[src/rtl/pulse_pkg.sv]
// Shared definitions for the pulse timing blocks (one-shot, stretcher, ...).
package pulse_pkg;
  localparam int CNT_W_DEF = 8;

  typedef enum logic [1:0] {
    S_IDLE    = 2'd0,
    S_ACTIVE  = 2'd1,
    S_HOLDOFF = 2'd2
  } state_e;
endpackage

[src/rtl/pulse_stretcher_if.sv]
// Trigger/level bundle between an event producer and the pulse stretcher.
interface pulse_stretcher_if #(parameter int CNT_W = pulse_pkg::CNT_W_DEF);
  logic             trig;
  logic [CNT_W-1:0] len;
  logic             retrig_en;
  logic             level;
  logic             busy;
  logic             overrun;

  modport master (output trig, len, retrig_en, input level, busy, overrun);
  modport slave  (input trig, len, retrig_en, output level, busy, overrun);
endinterface

[src/rtl/pulse_stretcher_load_down_counter.sv]
// Loadable down counter with zero flag; shared by length and hold-off phases.
module load_down_counter #(
  parameter int W = 8
) (
  input  logic         clk,
  input  logic         rst,
  input  logic         load_i,
  input  logic [W-1:0] load_val_i,
  input  logic         dec_i,
  output logic         zero_o
);
  logic [W-1:0] cnt_q, cnt_d;

  always_comb begin
    cnt_d = cnt_q;
    if (load_i)     cnt_d = load_val_i;
    else if (dec_i) cnt_d = cnt_q - W'(1);
  end

  always_ff @(posedge clk or posedge rst) begin
    if (rst) cnt_q <= '0;
    else     cnt_q <= cnt_d;
  end

  assign zero_o = (cnt_q == '0);
endmodule

[src/rtl/pulse_stretcher.sv]
// Stretches a one-cycle trigger into a level of len cycles, with optional
// retrigger, a post-pulse hold-off window and an overrun flag for refused events.
module pulse_stretcher
  import pulse_pkg::*;
#(
  parameter int CNT_W   = CNT_W_DEF,
  parameter int HOLDOFF = 4
) (
  input logic         clk,
  input logic         rst,
  pulse_stretcher_if.slave ps
);
  localparam bit               HAS_HO  = (HOLDOFF > 0);
  localparam logic [CNT_W-1:0] HO_LOAD = HAS_HO ? CNT_W'(HOLDOFF - 1) : '0;

  if (HOLDOFF < 0 || HOLDOFF >= (1 << CNT_W)) begin : g_bad_holdoff
    $error("pulse_stretcher: HOLDOFF must fit in CNT_W bits");
  end

  state_e           state_q;
  logic             level_q, busy_q, overrun_q;
  logic             zero;
  logic             len_nz, accept, retrig, refuse, act_end;
  logic             ld, dec;
  logic [CNT_W-1:0] ld_val;

  always_comb begin
    len_nz  = (ps.len != '0);
    accept  = (state_q == S_IDLE)   && ps.trig && len_nz;
    retrig  = (state_q == S_ACTIVE) && ps.trig && ps.retrig_en && len_nz;
    // A zero-length retrigger is ignored silently, not counted as an overrun.
    refuse  = ps.trig && (((state_q == S_ACTIVE) && !ps.retrig_en) ||
                          (state_q == S_HOLDOFF));
    act_end = (state_q == S_ACTIVE) && zero && !retrig;
    ld      = accept || retrig || (act_end && HAS_HO);
    ld_val  = (accept || retrig) ? ps.len - CNT_W'(1) : HO_LOAD;
    dec     = !ld && (state_q != S_IDLE) && !zero;
  end

  load_down_counter #(.W(CNT_W)) u_cnt (
    .clk        (clk),
    .rst        (rst),
    .load_i     (ld),
    .load_val_i (ld_val),
    .dec_i      (dec),
    .zero_o     (zero)
  );

  always_ff @(posedge clk or posedge rst) begin
    if (rst) begin
      state_q   <= S_IDLE;
      level_q   <= 1'b0;
      busy_q    <= 1'b0;
      overrun_q <= 1'b0;
    end else begin
      overrun_q <= refuse;
      case (state_q)
        S_IDLE: if (accept) begin
          state_q <= S_ACTIVE;
          level_q <= 1'b1;
          busy_q  <= 1'b1;
        end
        S_ACTIVE: if (act_end) begin
          level_q <= 1'b0;
          if (HAS_HO) begin
            state_q <= S_HOLDOFF;
          end else begin
            state_q <= S_IDLE;
            busy_q  <= 1'b0;
          end
        end
        S_HOLDOFF: if (zero) begin
          state_q <= S_IDLE;
          busy_q  <= 1'b0;
        end
        default: begin
          state_q <= S_IDLE;
          level_q <= 1'b0;
          busy_q  <= 1'b0;
        end
      endcase
    end
  end

  assign ps.level   = level_q;
  assign ps.busy    = busy_q;
  assign ps.overrun = overrun_q;
endmodule

[src/flat_wrapper.sv]
// flat-port wrapper written by rule: the top's interface ports become plain ports
module pulse_stretcher_flat import pulse_pkg::*;
#(
  parameter int CNT_W   = CNT_W_DEF,
  parameter int HOLDOFF = 4
)
  (clk, rst, ps_trig, ps_len, ps_retrig_en, ps_level, ps_busy, ps_overrun);
  pulse_stretcher_if #(.CNT_W(CNT_W)) ps_i ();
  input logic clk;
  input logic rst;
  input wire logic [$bits(ps_i.trig)-1:0] ps_trig;
  input wire logic [$bits(ps_i.len)-1:0] ps_len;
  input wire logic [$bits(ps_i.retrig_en)-1:0] ps_retrig_en;
  output wire logic [$bits(ps_i.level)-1:0] ps_level;
  output wire logic [$bits(ps_i.busy)-1:0] ps_busy;
  output wire logic [$bits(ps_i.overrun)-1:0] ps_overrun;
  assign ps_i.trig = ps_trig;
  assign ps_i.len = ps_len;
  assign ps_i.retrig_en = ps_retrig_en;
  assign ps_level = ps_i.level;
  assign ps_busy = ps_i.busy;
  assign ps_overrun = ps_i.overrun;
  pulse_stretcher #(.CNT_W(CNT_W), .HOLDOFF(HOLDOFF)) u_core (.clk(clk), .rst(rst), .ps(ps_i));
endmodule
[config.mk]
export PLATFORM = sky130hd
export DESIGN_NAME = pulse_stretcher_flat
export DESIGN_NICKNAME = d
export VERILOG_FILES = /design/src/rtl/pulse_pkg.sv /design/src/rtl/pulse_stretcher_if.sv /design/src/rtl/pulse_stretcher_load_down_counter.sv /design/src/rtl/pulse_stretcher.sv /design/src/flat_wrapper.sv
export SDC_FILE = /design/constraint.sdc
export NUM_CORES = 1
export LEC_CHECK = 0
export CORE_MARGIN = 2
export CORE_UTILIZATION = 41
export CTS_CLUSTER_SIZE = 40
export DETAILED_ROUTE_END_ITERATION = 8
export PLACE_DENSITY_LB_ADDON = 0.15
export SYNTH_ARGS = -nofsm -noshare
export SYNTH_HDL_FRONTEND = slang
export SYNTH_HIERARCHICAL = 1
export SYNTH_SLANG_ARGS = --single-unit
[constraint.sdc]
create_clock -name clk -period 6.95 [get_ports clk]
set_clock_uncertainty 0.1 [all_clocks]
set_input_delay 1.7375 -clock clk [delete_from_list [all_inputs] [get_ports clk]]
set_output_delay 1.7375 -clock clk [all_outputs]
set_load 0.005 [all_outputs]
==> results of run 1 <==
[flip-flops by register name, indices dropped and copies added (netlist names)]
name	flops
u_core/ps.level	1
u_core/state_q	2
u_core/ps.overrun	1
u_core/ps.busy	1
u_core/u_cnt/cnt_q	8
[worst max-delay path by stage]
stage	start	end	cells past startpoint
2_1_floorplan	ps_len[0]	u_core/u_cnt/cnt_q[5]	8
3_3_place_gp	ps_len[0]	u_core/u_cnt/cnt_q[5]	9
6_report	ps_len[0]	u_core/u_cnt/cnt_q[5]	9
4_1_cts	ps_len[0]	u_core/u_cnt/cnt_q[5]	9
3_5_place_dp	ps_len[0]	u_core/u_cnt/cnt_q[5]	9
5_1_grt	ps_len[0]	u_core/u_cnt/cnt_q[5]	9
[per-stage QoR]
step / utilization, % / hold WS [ns] / total power (uW) / worst slack [ns] / cells
after floorplan: - / 0.3740 / 262.3 / 2.977 / 115
after global placement: 51.60 / 0.3651 / 311.1 / 2.216 / 154
after detailed placement: 51.60 / 0.3865 / 315.5 / 2.118 / 154
after CTS: 52.77 / 0.4060 / 363.2 / 2.383 / 158
after global routing: 52.77 / 0.4230 / 400.3 / 1.993 / 158
final: 52.77 / 0.3978 / 363.1 / 2.324 / 158
[cell families after synthesis]
| logic type | count (synthesis) |
|---|---|
| compound gates | 31 |
| buf+inv | 17 |
| simple gates | 44 |
| xor+xnor | 6 |
| flops | 13 |
| fa+ha+maj | 4 |
[per-layer routing]
metal | vias to the layer above | wire [um] | track usage [%]
li1 | 460 | - | -
met1 | 415 | 1021 | 23.56
met3 | 2 | 59 | 1.695
met4 | 0 | 19 | 6.410
met2 | 18 | 1057 | 30.83
met5 | - | 0 | 0
[power groups by stage]
| stage | sequential, uW | clock (uW) | combinational (uW) |
|---|---|---|---|
| final | 140 | 47.7 | 176 |
| after detailed placement | 141 | 0 | 174 |
| after CTS | 140 | 47.8 | 176 |
| after global routing | 144 | 54.4 | 202 |
| after floorplan | 127 | 0 | 135 |
| after global placement | 139 | 0 | 172 |
[area by class of cell]
type / instances / share of cell area, %
inverters: 13 / 4.140
multi-input cells: 85 / 50.53
well taps: 28 / 2.972
repair buffers: 15 / 12.53
clock buffers: 4 / 2.229
flip-flops and latches: 13 / 27.60
[placed cells by master (no fill, tap or decap), types with 4 or more instances in the layout]
cell type | netlist | layout
nor3_1 | 4 | 4
o21ai_0 | 10 | 10
dfrtp_1 | 13 | 13
inv_1 | 13 | 13
nand2_1 | 10 | 10
ha_1 | 4 | 4
xnor2_1 | 5 | 5
clkdlybuf4s50_1 | 0 | 14
[worst register-to-register path, delay by kind of cell (launching register included)]
kind	cells	cell delay, ns
adder cells (fa/ha/maj)	1	0.19
AND/OR/NAND/NOR	2	0.76
buffers and inverters	1	0.09
flip-flops	1	0.42
AO/OA/AOI/OAI	3	1.11
==> results_dict.tcl, run 1 <==
set metrics [dict create \
    cts_tree "done" \
    period_needed_ns 4.626 \
    numCtsBuffers 3 \
    cp-start-kind "primary input" \
    r2r_slack_ns 4.17 \
    syn_area_per_cell_um2 8.563 \
    reg2reg_from "u_core/u_cnt/cnt_q[0]" \
    finalHoldViolCount 0 \
    outcome "finished clean" \
    power_density_nw_per_um2 308.0 \
    arrival_ns 4.69 \
    synth_seq_cells 13 \
    diodes 0 \
    h-tree-depth 1 \
    rows 17 \
    p_clk_share_pct 13.1 \
    multi_input_area_um2 595.6 \
    routed_wl_um 2157 \
    drive_gt1_share_pct 6.923 \
    yosysUniqueCellTypes 39 \
    synth_ff_type "dfrtp_1" \
    r2r_end "u_core/u_cnt/cnt_q[5]" \
    fp.dieArea_um2 2810 \
    cts_resized 0 \
    placed_area_um2 1152 \
    worstMarginPinSlew_ns 0.7659 \
    maxCapViolCount 0 \
    dieWidth_um 53.01 \
    cts.sink_count 13 \
    clk_pin_slew_ns 0.09 \
    final_antenna_net_count 0 \
    cp_max_fo 8 \
    synth_compound_area_share_pct 22.62 \
    max_freq_ghz 0.2162 \
    min_path_type "reg -> reg" \
    combPwrFrac_pct 48.4 \
    yosys.area_share.adder_pct 5.083 \
    power_frac_seq_pct 38.5 \
    first_iter_violations 28 \
    yosysTopAreaCell "dfrtp_1" \
    setup_viol 0 \
    netlist.area_leader.share_pct 33.04 \
    nFillCells 218 \
    syn2layout_area_growth_pct 19.70 \
    crit_top_cell "nor3b_1" \
    cp-end-kind "flop" \
    grt_pass1_vias 833 \
    ys_async_sr_fraction_pct 100.0 \
    relSlewSlack_pct 47.62 \
    cp_top_family "compound AO/OA/AOI/OAI gates" \
    nNetsFinal 147 \
    yosys-mux-area-fraction_pct 0 \
    grt_max_degree 20 \
    internal_power_uw 212.5 \
    dp_hpwl_um 1671 \
    syn_nets 131 \
    grt_pass1_wl_um 3726 \
    synth_common_cells "13 x dfrtp_1, 13 x inv_1, 10 x nand2_1, 10 x o21ai_0, 5 x xnor2_1" \
    hold-path-endpoint "u_core/ps.busy" \
    whs_path_depth 1 \
    cp_slowest_cell "a211oi_1" \
    synthSimpleGateAreaFrac_pct 27.45 \
    die_h_um 53.01 \
    gp_congestion 0.7816 \
    synth_area_leaders "dfrtp_1 33%, ha_1 5.1%, o21ai_0 5.1%" \
    rr_worst_depth 7 \
    cts_buffer_depth 2 \
    core_area_um2 2233 \
    regArea_um2 325.3 \
    routed_via_density 5.665 \
    cts_setup_buffers 0 \
    clock_latency_ns 0.27 \
    crit_path_cell_trace "clkdlybuf4s50_1 -> inv_1 -> ha_1 -> nor3b_1 -> a221oi_1 -> a211oi_1 -> nor3b_1 -> a21oi_1 -> a311o_1" \
    cts-hold-fix-buffers 0 \
    fin_tns_setup_ns 0 \
    period_share_pct 66.57 \
    via_count 895 \
    firstDrtPassIters 4 \
    avgRoutedWirePerCell_um 13.65 \
    netlist_instances 115 \
    grt-ovfl-total 0 \
    slowest_delay_ns 0.72 \
    grt_setup_unrepaired "no" \
    leakage_uw 0.0004593 \
    worstSetupPathType "in -> reg" \
    yosysWarnings 6 \
    design_area_um2 1179 \
    seq_area_frac_synth_pct 33.04 \
    io_pins 15 \
    irDropWorstVdd_mv 0.1162 \
    synth_xor_area_share_pct 5.337 \
    drt_drc_violations_left 0 \
    synth_top_family_by_area "simple AND/OR/NAND/NOR gates" \
    p_switching_uw 150.6 \
    grt_usage_pct 18.06 \
    switching_share_pct 41.48 \
    root_buffer "clkbuf_4" \
    initial_core_util_pct 44.09 \
    antenna_found_initial 0 \
    crit_buf_inv 2 \
    synth_edf_count 0 \
    syn_area_um2 984.7 \
    final-max-slew-violation-count 0 \
    required_ns 7.01 \
    worstHoldStart "u_core/ps.busy" \
    portBuffers 14 \
]
(Power assumes the default switching activity.)
==> run 2, diff against run 1 <==
Clock period 6.95 ns to 4.1 ns, I/O delays scaled along.
==> run 2 against run 1 <==
  * Clock power is 67% higher
  * Power is 74% higher
  * Combinational power is 80% higher
  * Die area stayed put
  * Register-to-register slack worse by 2.6 ns
  * Cell area is 1.9% higher
  * Largest cell class unchanged
  * Clock-buffer cell count stayed put
  * Utilization is 1.0 points higher
==> results_dict.tcl, run 2 (synthesis results as in run 1) <==
set metrics [dict create \
    avgRoutedWirePerCell_um 12.64 \
    cts_setup_buffers 0 \
    dp_hpwl_um 1717 \
    io_pins 15 \
    cp_max_fo 11 \
    core_area_um2 2233 \
    maxCapViolCount 0 \
    outcome "finished clean" \
    firstDrtPassIters 4 \
    arrival_ns 3.49 \
    cp-start-kind "primary input" \
    required_ns 4.22 \
    setup_viol 0 \
    grt_pass1_vias 812 \
    grt-ovfl-total 0 \
    grt_setup_unrepaired "no" \
    numCtsBuffers 3 \
    die_h_um 53.01 \
    crit_path_cell_trace "clkdlybuf4s50_1 -> inv_1 -> ha_1 -> nor3b_1 -> a221o_1 -> o22ai_1 -> buf_4 -> or4_1 -> nand3_1" \
    place_inst 157 \
    routed_via_density 5.646 \
    finalHoldViolCount 0 \
    nNetsFinal 150 \
    initial_core_util_pct 44.09 \
    cts.sink_count 13 \
    portBuffers 14 \
    placed_area_um2 1175 \
    antenna_found_initial 0 \
    gp_congestion 0.7718 \
    h-tree-depth 1 \
    largest_registers "u_core/u_cnt/cnt_q x8, u_core/state_q x2" \
    grt_pass1_wl_um 3422 \
    regMostFlops "u_core/u_cnt/cnt_q" \
    fin_cells 161 \
    whs_path_depth 1 \
    power.total_uw 632.0 \
    worstSetupPathType "in -> reg" \
    design_area_um2 1201 \
    drive_gt1_share_pct 9.023 \
    drt_drc_violations_left 0 \
    cp-end-kind "flop" \
    nFillCells 236 \
    max_freq_ghz 0.2966 \
    first_iter_violations 15 \
    cts_tree "done" \
    root_buffer "clkbuf_4" \
    worst_slack_ns 0.7288 \
    cts_buffer_depth 2 \
    period_needed_ns 3.371 \
    grt_max_degree 15 \
    routed_wl_um 2035 \
    period_share_pct 82.23 \
    fp.dieArea_um2 2810 \
    irDropWorstVdd_mv 0.2336 \
    relSlewSlack_pct 54.55 \
    rr_worst_depth 7 \
    via_count 909 \
    rows 17 \
    final_antenna_net_count 0 \
    diodes 0 \
    fin_tns_setup_ns 0 \
    syn2layout_area_growth_pct 21.98 \
    largest_reg_flops 8 \
    power_density_nw_per_um2 526.2 \
    clock_latency_ns 0.27 \
    grt_usage_pct 16.61 \
    final-max-slew-violation-count 0 \
    clk_pin_slew_ns 0.08 \
    place_worst_setup_slack_ns 0.4772 \
    leakage_uw 0.0004744 \
    cp_slowest_cell "clkdlybuf4s50_1" \
    dieWidth_um 53.01 \
    cts-hold-fix-buffers 0 \
    worstMarginPinSlew_ns 0.6645 \
    layout_common_cells "14 x clkdlybuf4s50_1, 13 x inv_1, 13 x dfrtp_1" \
    slowest_delay_ns 0.50 \
    final_common_cell "clkdlybuf4s50_1" \
    cts_resized 0 \
    min_path_type "reg -> reg" \
]
-- run 2: cell types whose count changed in the layout (fill, tap and decap cells not counted) --
cell | before | now
buf_4 | 1 | 4
-- run 2: critical path: cells and delay by family --
| kind | cells | cell delay (ns) |
|---|---|---|
| adder cells (fa/ha/maj) | 1 | 0.16 |
| AND/OR/NAND/NOR | 3 | 0.91 |
| AO/OA/AOI/OAI | 2 | 0.56 |
| buffers and inverters | 3 | 0.83 |
-- run 2: where the power goes --
group | internal (uW) | total, uW | leakage (uW) | switching, uW
clock | 37.7 | 79.8 | 0.0000150 | 42.1
combinational | 160 | 316 | 0.000301 | 155
sequential | 179 | 237 | 0.000159 | 57.5
-- run 2: final cells by class --
cell class / instances / area [um^2] / share of cell area, %
clock buffer: 4 / 26.28 / 2.188
inverter: 13 / 48.80 / 4.063
multi-input combinational: 85 / 595.6 / 49.58
sequential: 13 / 325.3 / 27.08
tap: 28 / 35.03 / 2.917
timing repair buffer: 18 / 170.2 / 14.17
-- run 2: metal layers --
| layer | GRT usage [%] | wire (um) |
|---|---|---|
| met4 | 7.692 | 32 |
| met2 | 26.67 | 948 |
| met1 | 22.11 | 978 |
| met5 | 0 | 0 |
| met3 | 1.977 | 75 |
-- run 2: through the flow --
step                hold slack, ns  utilization, %
global placement            0.3670           52.61
CTS                         0.4117           53.78
detailed placement          0.3922           52.61
finish                      0.4070           53.78
floorplan                   0.3740               -
global route                0.4291           53.78
-- run 2: worst paths after layout --
kind                                       start                    end  slack [ns]
max                                    ps_len[0]  u_core/u_cnt/cnt_q[6]        0.73
min                               u_core/ps.busy         u_core/ps.busy        0.41
min reg2reg                       u_core/ps.busy         u_core/ps.busy        0.41
max in group asynchronous                    rst  u_core/u_cnt/cnt_q[4]        2.76
max reg2reg                u_core/u_cnt/cnt_q[2]  u_core/u_cnt/cnt_q[5]        1.55
min in group asynchronous                    rst         u_core/ps.busy        0.86
==> run 3, diff against run 2 <==
Clock period 4.1 ns to 3.1 ns, I/O delays scaled along.
==> run 3 against run 2 <==
  * Worst setup slack got worse by 0.48 ns
  * Power increased by 38%
  * Sequential share of layout area fell by 2.4 points
  * Wire length rose by 5.8%
  * Critical path depth unchanged
  * Flip-flop and latch count did not move
  * Final cell count rose by 9.3%
  * Critical endpoint is now u_core/u_cnt/cnt_q[5]
  * Largest power group unchanged
==> results_dict.tcl, run 3 (synthesis results as in run 1) <==
set metrics [dict create \
    largest_registers "u_core/u_cnt/cnt_q x8, u_core/state_q x2" \
    numCtsBuffers 3 \
    cp_max_fo 3 \
    clk_pin_slew_ns 0.08 \
    dieWidth_um 53.01 \
    p_clk_share_pct 11.9 \
    cts-hold-fix-buffers 0 \
    required_ns 3.17 \
    crit_path_cell_trace "clkdlybuf4s50_1 -> inv_1 -> ha_1 -> nor3b_2 -> a221oi_1 -> a211oi_1 -> nor3b_1 -> a21oi_1 -> a311o_1" \
    via_count 939 \
    min_path_type "reg -> reg" \
    grt_pass1_vias 865 \
    arrival_ns 2.92 \
    maxCapViolCount 0 \
    initial_core_util_pct 44.09 \
    drt_drc_violations_left 0 \
    combPwrFrac_pct 52.3 \
    cts.sink_count 13 \
    diodes 0 \
    period_needed_ns 2.855 \
    setup_viol 0 \
    relSlewSlack_pct 72.18 \
    grt_max_degree 15 \
    routed_wl_um 2154 \
    worstMarginPinSlew_ns 0.4068 \
    final_common_cell "buf_4" \
    place_inst 172 \
    dp_hpwl_um 1758 \
    wl_met3_um 47 \
    p_switching_uw 340.5 \
    r2r_slack_ns 0.74 \
    fp.dieArea_um2 2810 \
    nNetsFinal 165 \
    whs_path_depth 1 \
    root_buffer "clkbuf_4" \
    outcome "finished clean" \
    slowest_delay_ns 0.42 \
    max_freq_ghz 0.3503 \
    grt-ovfl-total 0 \
    switching_share_pct 38.96 \
    drive_gt1_share_pct 18.92 \
    cts_setup_buffers 0 \
    finalHoldViolCount 0 \
    fin_cells 176 \
    rows 17 \
    cts_tree "done" \
    nFillCells 217 \
    clock_latency_ns 0.28 \
    fin_util_pct 59.05 \
    critPathCapture "u_core/u_cnt/cnt_q[5]" \
    top_layer "met4" \
    die_h_um 53.01 \
    avgRoutedWirePerCell_um 12.24 \
    first_iter_violations 10 \
    period_share_pct 92.10 \
    routed_via_density 5.335 \
    io_pins 15 \
    cts_buffer_depth 2 \
    power_density_nw_per_um2 662.7 \
    power.total_uw 873.9 \
    gp_congestion 0.7725 \
    regMostFlops "u_core/u_cnt/cnt_q" \
    largest_reg_flops 8 \
    syn2layout_area_growth_pct 33.93 \
    final-max-slew-violation-count 0 \
    drt-met1-wl_um 1050 \
    reg2reg_from "u_core/u_cnt/cnt_q[2]" \
    cp-startpoint "ps_len[0]" \
    portBuffers 14 \
    irDropWorstVdd_mv 0.3342 \
    antenna_found_initial 0 \
    final_antenna_net_count 0 \
    grt_pass1_wl_um 3698 \
    firstDrtPassIters 4 \
    cp-end-kind "flop" \
    internal_power_uw 533.4 \
    worstSetupPathType "in -> reg" \
    cp_slowest_cell "clkdlybuf4s50_1" \
    power_frac_seq_pct 35.8 \
    rr_worst_depth 8 \
    h-tree-depth 1 \
    core_area_um2 2233 \
    grt_setup_unrepaired "no" \
    met2_length_um 1006 \
    grt_usage_pct 18.11 \
    r2r_end "u_core/u_cnt/cnt_q[5]" \
    layout_common_cells "19 x buf_4, 14 x clkdlybuf4s50_1, 13 x inv_1, 13 x dfrtp_1" \
    leakage_uw 0.0005489 \
    cp-start-kind "primary input" \
]
[run 3: critical path: cells and delay by family]
family | cells | cell delay, ns
adder cells (fa/ha/maj) | 1 | 0.16
buffers and inverters | 2 | 0.50
AO/OA/AOI/OAI | 4 | 0.91
AND/OR/NAND/NOR | 2 | 0.58
[run 3: through the flow]
| step | setup TNS, ns | hold WS [ns] | cell area [um^2] | setup slack (ns) |
|---|---|---|---|---|
| 6_report | 0 | 0.3904 | 1319 | 0.2450 |
| 5_1_grt | 0 | 0.4214 | 1319 | 0.04145 |
| 4_1_cts | 0 | 0.4001 | 1314 | 0.1897 |
| 3_5_place_dp | -0.3352 | 0.3808 | 1287 | -0.1004 |
| 3_3_place_gp | -0.02388 | 0.3663 | 1287 | -0.02388 |
| 2_1_floorplan | 0 | 0.3740 | 984.7 | 0.08941 |
[run 3: metal layers]
metal / global-route usage [%] / vias up
li1: - / 493
met4: 10.26 / 0
met2: 28.54 / 15
met1: 24.04 / 426
met3: 1.695 / 5
met5: 0 / -
[run 3: repair_timing]
item / CTS / global route
endpoints found under the hold margin: 0 / 0
gates resized for setup: 0 / 1
endpoints found under the setup margin: 0 / 2
[run 3: power groups by stage]
stage	registers [uW]	clock network, uW	logic (uW)
6_report	312	104	457
3_3_place_gp	315	0	451
2_1_floorplan	284	0	303
4_1_cts	312	111	462
3_5_place_dp	316	0	460
5_1_grt	327	118	520
[run 3: final cells by class]
cell class	count	area [um^2]	area share, %
Multi-Input combinational cell	85	600.6	45.54
Tap cell	28	35.03	2.657
Timing Repair Buffer	33	282.8	21.44
Clock buffer	4	26.28	1.992
Inverter	13	48.80	3.700
Sequential cell	13	325.3	24.67
[run 3: worst min-delay path by stage]
stage | start | end | slack (ns)
5_1_grt | u_core/ps.busy | u_core/ps.busy | 0.42
6_report | u_core/ps.busy | u_core/ps.busy | 0.39
3_5_place_dp | u_core/ps.busy | u_core/ps.busy | 0.38
4_1_cts | u_core/ps.busy | u_core/ps.busy | 0.40
2_1_floorplan | u_core/ps.busy | u_core/ps.busy | 0.37
3_3_place_gp | u_core/ps.busy | u_core/ps.busy | 0.37
